`config.mk`:
```
export PLATFORM = sky130hd
export DESIGN_NAME = msg_buffer
export DESIGN_NICKNAME = d
export VERILOG_FILES = /design/src/rtl/msg_buffer.sv
export SDC_FILE = /design/constraint.sdc
export NUM_CORES = 1
export LEC_CHECK = 0
export CAP_MARGIN = 15
export CORE_ASPECT_RATIO = 1.1
export CORE_MARGIN = 10
export CORE_UTILIZATION = 45
export DETAILED_ROUTE_END_ITERATION = 10
export MAX_ROUTING_LAYER = met4
export PLACE_DENSITY = 0.59
export SLEW_MARGIN = 10
export SYNTH_ARGS = -nofsm -noshare
export SYNTH_HDL_FRONTEND = slang
export SYNTH_SLANG_ARGS = --single-unit
```
`constraint.sdc`:
```
create_clock -name msg_buffer_clk -period 8.2 [get_ports msg_buffer_clk]
set_input_delay 1.23 -clock msg_buffer_clk [delete_from_list [all_inputs] [get_ports msg_buffer_clk]]
set_output_delay 1.23 -clock msg_buffer_clk [all_outputs]
set_load 0.03 [all_outputs]
```
`src/rtl/msg_buffer.sv`:
```
// Message-granular egress buffer: stores parser beats speculatively and releases a
// message through a registered valid/ready port only once its End beat is stored.
module msg_buffer #(
    parameter int WordWidth = 64,
    parameter int LogWidth  = 3,
    parameter int Depth     = 16,
    parameter int AddrBits  = 4
) (
    input  logic                 msg_buffer_clk,
    input  logic                 msg_buffer_reset,
    input  logic                 msg_buffer_in_valid,
    input  logic                 msg_buffer_in_start,
    input  logic                 msg_buffer_in_end,
    input  logic [LogWidth-1:0]  msg_buffer_in_mod,
    input  logic [WordWidth-1:0] msg_buffer_in_data,
    output logic                 msg_buffer_out_valid,
    input  logic                 msg_buffer_out_ready,
    output logic                 msg_buffer_out_start,
    output logic                 msg_buffer_out_end,
    output logic [LogWidth-1:0]  msg_buffer_out_mod,
    output logic [WordWidth-1:0] msg_buffer_out_data,
    output logic                 msg_buffer_full,
    output logic [15:0]          msg_buffer_drop_count
);

    localparam int PW = AddrBits + 1;
    localparam int EW = WordWidth + LogWidth + 2;
    localparam logic [PW-1:0] DEPTH_P = PW'(Depth);

    logic [EW-1:0]        mem_q [Depth];
    logic [PW-1:0]        wr_q, wr_d;
    logic [PW-1:0]        cm_q, cm_d;
    logic [PW-1:0]        rd_q, rd_d;
    logic                 in_msg_q, in_msg_d;
    logic                 dropping_q, dropping_d;
    logic [15:0]          drop_q;
    logic [1:0]           drop_inc;
    logic                 we;
    logic [PW-1:0]        waddr;
    logic [PW-1:0]        base;
    logic [PW-1:0]        occ_base;
    logic [PW-1:0]        occ_cur;
    logic [PW-1:0]        occ_next;
    logic                 ld;
    logic [EW-1:0]        rd_entry;

    logic                 out_valid_q;
    logic                 out_start_q;
    logic                 out_end_q;
    logic [LogWidth-1:0]  out_mod_q;
    logic [WordWidth-1:0] out_data_q;
    logic                 full_q;

    function automatic logic [15:0] sat_add16(input logic [15:0] a, input logic [1:0] b);
        logic [16:0] s;
        s = {1'b0, a} + {15'd0, b};
        return s[16] ? 16'hFFFF : s[15:0];
    endfunction

    // Write side: speculative storage, rewinding to the last commit point on discard.
    always_comb begin
        wr_d       = wr_q;
        cm_d       = cm_q;
        in_msg_d   = in_msg_q;
        dropping_d = dropping_q;
        drop_inc   = 2'd0;
        we         = 1'b0;
        waddr      = wr_q;
        base       = in_msg_q ? cm_q : wr_q;
        occ_base   = base - rd_q;
        occ_cur    = wr_q - rd_q;
        if (msg_buffer_in_valid) begin
            if (msg_buffer_in_start) begin
                if (in_msg_q) begin
                    drop_inc = 2'd1;
                end
                if (occ_base < DEPTH_P) begin
                    we         = 1'b1;
                    waddr      = base;
                    wr_d       = base + 1'b1;
                    in_msg_d   = ~msg_buffer_in_end;
                    dropping_d = 1'b0;
                    if (msg_buffer_in_end) begin
                        cm_d = base + 1'b1;
                    end
                end else begin
                    // A start&end beat that cannot fit is a complete, dropped message.
                    wr_d       = base;
                    drop_inc   = drop_inc + 2'd1;
                    in_msg_d   = ~msg_buffer_in_end;
                    dropping_d = ~msg_buffer_in_end;
                end
            end else if (in_msg_q) begin
                if (dropping_q) begin
                    if (msg_buffer_in_end) begin
                        in_msg_d   = 1'b0;
                        dropping_d = 1'b0;
                    end
                end else if (occ_cur < DEPTH_P) begin
                    we    = 1'b1;
                    waddr = wr_q;
                    wr_d  = wr_q + 1'b1;
                    if (msg_buffer_in_end) begin
                        cm_d     = wr_q + 1'b1;
                        in_msg_d = 1'b0;
                    end
                end else begin
                    wr_d       = cm_q;
                    drop_inc   = 2'd1;
                    in_msg_d   = ~msg_buffer_in_end;
                    dropping_d = ~msg_buffer_in_end;
                end
            end
        end
    end

    // Read side: only committed entries (below cm_ptr) are ever loaded into the output stage.
    always_comb begin
        ld       = (rd_q != cm_q) && (!out_valid_q || msg_buffer_out_ready);
        rd_d     = ld ? rd_q + 1'b1 : rd_q;
        rd_entry = mem_q[rd_q[AddrBits-1:0]];
        occ_next = wr_d - rd_d;
    end

    always_ff @(posedge msg_buffer_clk) begin
        if (we) begin
            mem_q[waddr[AddrBits-1:0]] <= {msg_buffer_in_start, msg_buffer_in_end,
                                           msg_buffer_in_mod, msg_buffer_in_data};
        end
    end

    always_ff @(posedge msg_buffer_clk) begin
        if (msg_buffer_reset) begin
            wr_q        <= '0;
            cm_q        <= '0;
            rd_q        <= '0;
            in_msg_q    <= 1'b0;
            dropping_q  <= 1'b0;
            drop_q      <= 16'd0;
            full_q      <= 1'b0;
            out_valid_q <= 1'b0;
            out_start_q <= 1'b0;
            out_end_q   <= 1'b0;
            out_mod_q   <= '0;
            out_data_q  <= '0;
        end else begin
            wr_q       <= wr_d;
            cm_q       <= cm_d;
            rd_q       <= rd_d;
            in_msg_q   <= in_msg_d;
            dropping_q <= dropping_d;
            drop_q     <= sat_add16(drop_q, drop_inc);
            full_q     <= (occ_next == DEPTH_P);
            if (ld) begin
                out_valid_q <= 1'b1;
                out_start_q <= rd_entry[EW-1];
                out_end_q   <= rd_entry[EW-2];
                out_mod_q   <= rd_entry[WordWidth +: LogWidth];
                out_data_q  <= rd_entry[WordWidth-1:0];
            end else begin
                out_valid_q <= out_valid_q & ~msg_buffer_out_ready;
            end
        end
    end

    assign msg_buffer_out_valid  = out_valid_q;
    assign msg_buffer_out_start  = out_start_q;
    assign msg_buffer_out_end    = out_end_q;
    assign msg_buffer_out_mod    = out_mod_q;
    assign msg_buffer_out_data   = out_data_q;
    assign msg_buffer_full       = full_q;
    assign msg_buffer_drop_count = drop_q;

endmodule
```
==> summary.txt <==
Outcome
  • Outcome: completed

Place
  • I/O Buffers: between 150 and 200
  • Hpwl dp: between 50000 and 60000 um
  • Placed Area: approximately 50000 um^2
  • RePlAce Congestion: 0.7986

Logic synthesis
  • Post-synth EDFFs: between 1000 and 1500
  • Post-Synthesis Cells: approximately 2200
  • Top area cells in the synthesized netlist: edfxtp_1 (72%), mux4_2 (17%), dfxtp_1 (4.5%)
  • Top-area cell type share of the netlist area: 71.87%
  • Async set or reset register ratio after synthesis: 0%
  • Seq/Total Area, Yosys: between 70% and 80%
  • Synthesized Nets: 2243
  • Syn Area/Cell: 21.42 um^2
  • Ys Warns: 0
  • Cell area after synthesis: 46130 um^2
  • Synth Register Bits: around 1200
  • Top_reg_cell synth: edfxtp_1
  • Post-synth cell types: 58
  • Synth area leader: edfxtp_1

Run
  • Max-cap violations: 0

Route
  • Drt pass-1 iters: 4
  • Total Routed Length: 102600 um
  • Via Count: between 20000 and 25000
  • Post-route ant nets: 0
  • Drt wl/cell: about 27 um
  • DR iter-0 viols: around 1600
  • Vias per cell: roughly 5.6
  • DRC violation count after routing: 0

Setup path
  • Peak fanout along the critical path: 27
  • CP Capture Type: register
  • CP max stage delay: roughly 0.96 ns
  • R2R setup slack: 2.62 ns
  • Reg2reg path depth: 10
  • CP arrival: 5.91 ns
  • CP most frequent cell: nand2_1
  • Crit path kind: register to register
  • Critical-path cell list: mux2_2 -> ha_1 -> nor4b_1 -> a22oi_1 -> xor2_1 -> nand2_1 -> a21oi_2 -> nand2_1 -> nor2_4 -> buf_4
  • CP max-delay cell: nor2_4
  • Worst Path Required: roughly 8.5 ns
  • Reg2reg start: in_msg_q
  • Startpoint Class: register
  • Reg-to-Reg End: mem_q[14][50]

Clock tree
  • Setup Buffers After CTS: 0
  • CTS Sinks: roughly 1200
  • Max H-tree Level: 3
  • Clk_lat worst skew: around 0.7 ns
  • Worst-path clk slew: about 0.060 ns
  • CTS Hold Bufs: 0
  • CTS root buf: clkbuf_16
  • Clk buf depth: 3
  • CTS Buf Count: between 100 and 150
  • CTS tree: done
  • Post-CTS Resized: 0

Timing
  • Max Slew Vio Count: 0
  • Setup TNS: 0 ns
  • Slew margin rel.: around a quarter
  • Hold slack: ~0.45 ns
  • Final Skew: roughly 0.037 ns
  • Slew @ Worst Pin: 1.138 ns
  • Maximum clock frequency: between 150 and 200 MHz
  • Tcrit/Tclk final: between 60 and 70%
  • Finish-stage setup viols: 0
  • RSZ-0062 raised after global routing: no
  • Final min period: roughly 5.6 ns
  • Final hold violations: 0

Global route
  • Gr ovfl total: 0
  • Largest net degree at the start of global routing: between 100 and 150
  • First-pass GRT wire length: between 150000 and 200000 um
  • Vias in the first global route: 23130
  • Initial antenna violation count: 12
  • Gr usage total: between 15 and 20%

Die
  • Site Rows: ~120
  • Ports: between 150 and 200
  • Core area: about 100000 um^2
  • Starting Density: between 40 and 50%
  • Die H: approximately 360 um
  • Chip Width: 325.3 um
  • Die area: ~120000 um^2

Finish
  • Final core utilization: approximately 52%
  • Area delta synth->final: 15.88%
  • Finished Cell Area: around 53000 um^2
  • Layout cells sized above 1: 24.29%
  • Layout Nets: 2448

Min path
  • Hold Path Origin: msg_buffer_out_data[53]
  • Hold worst-path end: msg_buffer_out_data[53]
  • Min-Delay Path Class: register to register
  • Hold Path Stages: 2

Power and ir drop
  • Leak: 16.42 nW
  • Overall Power: around 16 mW
  • PD cells: between 200 and 300 nW/um^2
  • Max VDD drop: between 0.15 and 0.2 mV
synth_stat cells, types with 7 or more instances:
library cell	instances
edfxtp_1	1104
nand3_1	10
nor3_1	7
dfxtp_1	104
mux2i_1	7
buf_2	26
a21oi_1	97
mux4_2	345
xor2_1	21
ha_1	16
inv_1	11
nor2b_1	10
nand2_1	169
o21ai_0	14
nor2_1	35
clkbuf_1	76
and2_1	7
buf_1	13
xnor2_1	15
sequential cells by signal, summed over array words and instances, names as in the netlist:
name	cells
cm_q	5
dropping_q	1
in_msg_q	1
mem_q	1104
msg_buffer_drop_count	16
msg_buffer_full	1
msg_buffer_out_data	64
msg_buffer_out_end	1
msg_buffer_out_mod	3
msg_buffer_out_start	1
msg_buffer_out_valid	1
rd_q	5
wr_q	5
stage by stage:
step / std cells / setup slack, ns
floorplan: 2153 / 1.583
global placement: 3612 / 2.694
detailed placement: 3613 / 2.638
CTS: 3836 / 2.624
global route: 3844 / 2.089
finish: 3845 / 2.621
power by group:
| group | internal, mW | switching, mW | total [mW] | leakage [nW] |
|---|---|---|---|---|
| sequential | 6.93 | 0.133 | 7.07 | 10.8 |
| clock | 3.13 | 2.28 | 5.41 | 1.91 |
| combinational | 1.41 | 1.68 | 3.09 | 3.73 |
| total | 11.5 | 4.09 | 15.6 | 16.4 |
metal layers:
metal / vias to the layer above / part of all wire, % / global-route usage (%)
met5: - / 0 / -
met4: 0 / 2.3 / 5.297
met1: 11520 / 42 / 23.12
li1: 9323 / - / -
met3: 138 / 4.6 / 2.934
met2: 547 / 52 / 30.52
cells by family (layout without fill, tap and decap cells):
family | count (synthesis) | count (layout) | share of synthesized area (%)
DFF | 1208 | 1208 | 76.38
and+or+nand+nor | 265 | 265 | 2.471
other | 0 | 8 | 0
adders and majority gates | 17 | 17 | 0.4774
muxes | 354 | 354 | 17.05
buffers and inverters | 129 | 438 | 1.131
AOI/OAI and AO/OA | 143 | 143 | 1.774
xor gates and xnor gates | 37 | 37 | 0.7188
critical path, delay by kind of cell (launching register included):
kind	cells	cell delay (ns)
AOI/OAI and AO/OA	2	0.65
xor gates and xnor gates	1	0.62
adders and majority gates	1	0.24
buffers and inverters	1	0.54
DFF	1	0.70
muxes	1	0.50
and+or+nand+nor	4	1.89
cell type report:
class                      instances  area [um^2]
clock inverter                    65        686.9
multi-input combinational        816        10510
fill                            7949        48580
inverter                          12        50.05
timing repair buffer             203         2004
antenna                            8        20.02
clock buffer                     158         3213
tap                             1375         1720
sequential                      1208        35250
worst max-delay path by stage:
| stage | start | to | slack [ns] |
|---|---|---|---|
| final | in_msg_q | mem_q[14][50] | 2.62 |
| after global routing | in_msg_q | msg_buffer_drop_count[13] | 2.09 |
| after CTS | in_msg_q | mem_q[14][50] | 2.62 |
| after detailed placement | in_msg_q | mem_q[14][52] | 2.64 |
| after global placement | in_msg_q | mem_q[14][52] | 2.69 |
| after floorplan | rd_q[1] | mem_q[11][0] | 1.58 |
cells in the final DEF, fill, tap and decap left out, drive strengths merged, types with 4 or more instances in the layout:
cell type	instances
dfxtp	104
ha	16
nand2	170
a211oi	4
nor3	7
buf	45
bufinv	12
edfxtp	1104
nand4	6
nor2b	10
mux2i	7
clkinv	42
a311oi	4
inv	18
diode	8
nor3b	5
nand3	10
mux4	345
nor2	36
and2	7
xnor2	16
clkdlybuf4s50	158
o21ai	14
nand2b	6
a21oi	98
xor2	21
clkbuf	158
clkinvlp	5
Note: power is estimated with default switching activity, not from simulation.
==> variant 1: new RTL, config.mk and constraints unchanged <==
Take the reset off `cm_q` and load it in a clocked block of its own.
--- a/src/rtl/msg_buffer.sv
+++ b/src/rtl/msg_buffer.sv
@@ -134,3 +134,2 @@
             wr_q        <= '0;
-            cm_q        <= '0;
             rd_q        <= '0;
@@ -147,3 +146,2 @@
             wr_q       <= wr_d;
-            cm_q       <= cm_d;
             rd_q       <= rd_d;
@@ -165,2 +163,6 @@
 
+    always_ff @(posedge msg_buffer_clk) begin
+        cm_q <= cm_d;
+    end
+
     assign msg_buffer_out_valid  = out_valid_q;
Check against the original RTL: not equivalent (a bounded check fails within 4 cycles, from zero or initial values and one cycle with msg_buffer_reset high).
==> variant 1 against the original RTL <==
Cell count increased by 0.21%. Largest cell class unchanged. Sequential cell count is the same. Cell area rose by 0.58%. Area after synthesis increased by 0.47%. Worst setup slack better by 23 ps. Die area is 0.44% higher. Wire length rose by 1.2%.
Power is not compared: it rests on default switching activity, and its combinational part moved more than twofold at a synthesized area within 25%.
==> variant 1: results (changes against the original RTL) <==
TritonCTS Buffers = 117 (unchanged)
first-pass GRT wire length = 154,000 microns (about the same)
WL final = 104,000 microns (+1.2%)
final core occ = 52.6% (+0.23 points)
Layout Skew = 25.6 ps (-11.9 ps)
DR pass1 iterations = 7 (+3)
largest net degree at the start of global routing = 112 (+6.7%)
hold crit path type = register to register
antenna violations before repair = 8 (-4)
top post-synthesis cells by count = edfxtp_1 (1,109), mux4_2 (345), nand2_1 (157)
# resized after CTS = 0 (unchanged)
all-layer global routing usage = 18.3% (+0.059 points)
Final #Nets = 2,461 (+0.53%)
layout filler cell count = 7,969 (+0.25%)
Synth warnings = 0 (unchanged)
CTS root buffer = clkbuf_16
Seq/Total Area, Yosys = 76.1% (-0.25 points)
1st-iter DRT viols = 2,128 (+35%)
CTS H-tree depth = 3 (unchanged)
run status = complete, no violations
clock latency on the worst-skew pair = 690 ps (-20 ps)
layout cells sized above 1 = 24.5% (+0.22 points)
Worst Path Arrival = 5870 ps (-40 ps)
CP Max Fanout = 33 (+22%)
Main synth FF type = edfxtp_1
synth top area cells = edfxtp_1 (72%), mux4_2 (17%), dfxtp_1 (4.3%)
placed instance area = 49,700 sq um (+0.42%)
Vias = 22,000 (+2.2%)
count of different cell masters after synthesis = 60 (+3.4%)
Clock Path Buffers = 3 (unchanged)
hpwl dp = 55,600 microns (-3.1%)
Pleak = 16.7 nW
Slew headroom = 23.1% (-0.83 points)
number of flops mapped to enable cells by yosys = 1,109 (+0.45%)
Largest register FFs = 1,104 (unchanged)
Final GP Congestion = 0.814 (+1.9%)
Synthesized Nets = 2,258 (+0.67%)
number of global-route vias before repair = 22,800 (-1.6%)
-- variant 1: final timing paths --
kind / startpoint / to / slack (ps) / depth (start not counted)
worst max-delay path: in_msg_q / mem_q[11][52] / 2640 / 13
worst min-delay path: msg_buffer_out_data[39] / msg_buffer_out_data[39] / 450 / 2
worst max register to register: in_msg_q / mem_q[11][52] / 2640 / 13
worst min register to register: msg_buffer_out_data[39] / msg_buffer_out_data[39] / 450 / 2
-- variant 1: where the power goes --
part / internal (mW) / leakage (nW) / switching, mW / total [mW]
logic: 0.696 / 3.92 / 0.799 / 1.50
registers: 6.85 / 10.8 / 0.0669 / 6.91
clock network: 3.25 / 1.97 / 2.25 / 5.50
-- variant 1: cells by family (layout without fill, tap and decap cells) --
group                    count (synthesis)  in the layout  share of synthesized area, %
adder cells (fa/ha/maj)                 17             17                         0.475
other                                    0              5                             0
AO/OA/AOI/OAI                          143            143                          1.88
flip-flops                            1208           1208                          76.1
XOR/XNOR                                32             32                         0.634
buffers and inverters                  135            440                          1.20
multiplexers                           358            358                          17.1
AND/OR/NAND/NOR                        275            275                          2.61
-- variant 1: cell type report --
| cell class | count | share of cell area [%] |
|---|---|---|
| repair buffers | 201 | 3.77 |
| clock inverters | 75 | 1.43 |
| multi-input cells | 825 | 19.8 |
| inverters | 18 | 0.135 |
| diodes | 5 | 0.0233 |
| well taps | 1375 | 3.20 |
| flip-flops and latches | 1208 | 65.6 |
| clock buffers | 146 | 5.99 |
-- variant 1: per-layer routing --
metal	global-route usage, %	wire length (microns)	part of all wire, %	up-vias
met5	-	0	0	-
met4	4.05	1600	1.5	0
met3	3.17	6000	5.8	120
met2	29.5	51900	50	686
met1	24.5	44400	43	11800
li1	-	-	-	9400
-- variant 1: stage by stage --
stage	hold WS (ps)	std cells	setup slack [ps]
6_report	453	3853	2640
2_1_floorplan	506	2168	1690
3_3_place_gp	445	3626	2940
3_5_place_dp	446	3626	2710
4_1_cts	454	3847	2690
5_1_grt	472	3853	2310
-- variant 1: critical path: stages, from the launching register on --
cell and delay, ps:
dfxtp_1 670, mux2i_1 630, inv_1 180, ha_1 270, or3b_1 450, o221a_4 270, nor3_2 150, or2_1 270
inv_2 160, nor4_1 400, a31oi_1 190, nor2_4 370, buf_4 530, buf_4 600
==> variant 2: new RTL, same settings <==
Made on the original files. Set the parameter `LogWidth` to 2 (it was 3).
--- a/src/rtl/msg_buffer.sv
+++ b/src/rtl/msg_buffer.sv
@@ -4,3 +4,3 @@
     parameter int WordWidth = 64,
-    parameter int LogWidth  = 3,
+    parameter int LogWidth  = 2,
     parameter int Depth     = 16,
Interface: changed (resized msg_buffer_in_mod and msg_buffer_out_mod); port bits go from 160 to 158. The function was not compared with the original's and may differ.
==> variant 2 against the original RTL <==
Power fell by 0.65%. Wire length rose by 2.7%. Worst setup slack improved by 20 ps. First-iteration DRC count rose by 34%. Sequential power fell by 0.8%. Maximum frequency rose by 0.36%. Cell count barely moved. Clock skew fell by 6.1 ps. Area after synthesis fell by 0.66%. Sequential cell count fell by 17. Cell area fell by 0.95%. Worst hold slack barely moved. Synthesized cell count rose by 0.84%. Critical path type unchanged.
==> variant 2: results (changes against the original RTL) <==
run status = complete, no violations
Largest register FFs = 1,088 (-1.4%)
Synthesized Nets = 2,260 (+0.76%)
1st-iter DRT viols = 2,113 (+34%)
TritonCTS Buffers = 118 (+0.85%)
Inverters = 21 (+9)
Buffers excl. clock = 201 (-0.99%)
Seq/Total Area, Yosys = 75.8% (-0.58 points)
top post-synthesis cells by count = edfxtp_1 (1,088), mux4_2 (340), nand2_1 (161)
largest net degree at the start of global routing = 107 (+1.9%)
count of different cell masters after synthesis = 66 (+14%)
internal power = 11.3 mW (-1.4%)
layout filler cell count = 7,809 (-1.8%)
Max stage delay on crit path = 800 ps (-160 ps)
Worst Path Arrival = 5870 ps (-40 ps)
first-pass GRT wire length = 158,000 microns (+2.3%)
Layout clock area frac = 7.11% (-0.19 points)
sequential cell area share = 65.6% (-0.32 points)
pre-CTS setup slack = 2590 ps (-43.9 ps)
Slew headroom = 19.0% (-4.9 points)
multi-input gate area in the final layout = 10,700 sq um (+1.6%)
CP Max Fanout = 41 (+52%)
# diodes = 6 (-2)
WL final = 105,000 microns (+2.7%)
all-layer global routing usage = 19.0% (+0.75 points)
Pleak = 16.2 nW (-1.1%)
multi-input gates = 840 (+2.9%)
Final GP Congestion = 0.824 (+3.2%)
clock sinks = 1,191 (-1.4%)
Critical-path top delay cell = dfxtp_1
Via density = 5.71 (+2.0%)
Port Buffers = 157 (-1.3%)
DR pass1 iterations = 7 (+3)
VDD IR max = 0.000200 V (+7.3%)
Finished Cell Area = 52,900 sq um (-0.95%)
number of global-route vias before repair = 23,200 (+0.48%)
layout cells sized above 1 = 23.7% (-0.62 points)
hpwl dp = 57,600 microns (+0.29%)
clkbuf count = 170 (+7.6%)
variant 2: cells by family after synthesis:
kind of cell | count (synthesis) | synth area share (%)
XOR/XNOR | 31 | 0.593
adder cells (fa/ha/maj) | 17 | 0.481
multiplexers | 354 | 17.1
flip-flops | 1191 | 75.8
AO/OA/AOI/OAI | 154 | 2.00
buffers and inverters | 140 | 1.26
AND/OR/NAND/NOR | 284 | 2.79
variant 2: power by group through the flow:
stage                     combinational (mW)  clock, mW  sequential (mW)
after floorplan                         1.95          0             7.34
after global placement                  3.25          0             7.13
after detailed placement                3.27          0             7.14
after CTS                               3.28       5.37             7.02
after global routing                    3.44       5.63             7.04
final                                   3.20       5.25             7.01
variant 2: path summary, 6_finish.rpt:
| kind | from | end | slack [ps] | cells after the start |
|---|---|---|---|---|
| setup / recovery | in_msg_q | mem_q[7][33] | 2640 | 11 |
| hold / removal | msg_buffer_out_data[26] | msg_buffer_out_data[26] | 450 | 2 |
| setup reg to reg | in_msg_q | mem_q[7][33] | 2640 | 11 |
| hold reg to reg | msg_buffer_out_data[26] | msg_buffer_out_data[26] | 450 | 2 |
variant 2: metal layers:
| metal | GRT usage (%) | share of wire (%) |
|---|---|---|
| met1 | 25.5 | 43 |
| met2 | 30.3 | 50 |
| met3 | 2.96 | 5.7 |
| met4 | 5.09 | 2.2 |
| met5 | - | 0 |
variant 2: metrics by stage:
stage | hold WS (ps) | cells
3_5_place_dp | 445 | 3617
4_1_cts | 454 | 3840
5_1_grt | 473 | 3846
3_3_place_gp | 441 | 3617
2_1_floorplan | 458 | 2171
6_report | 452 | 3846
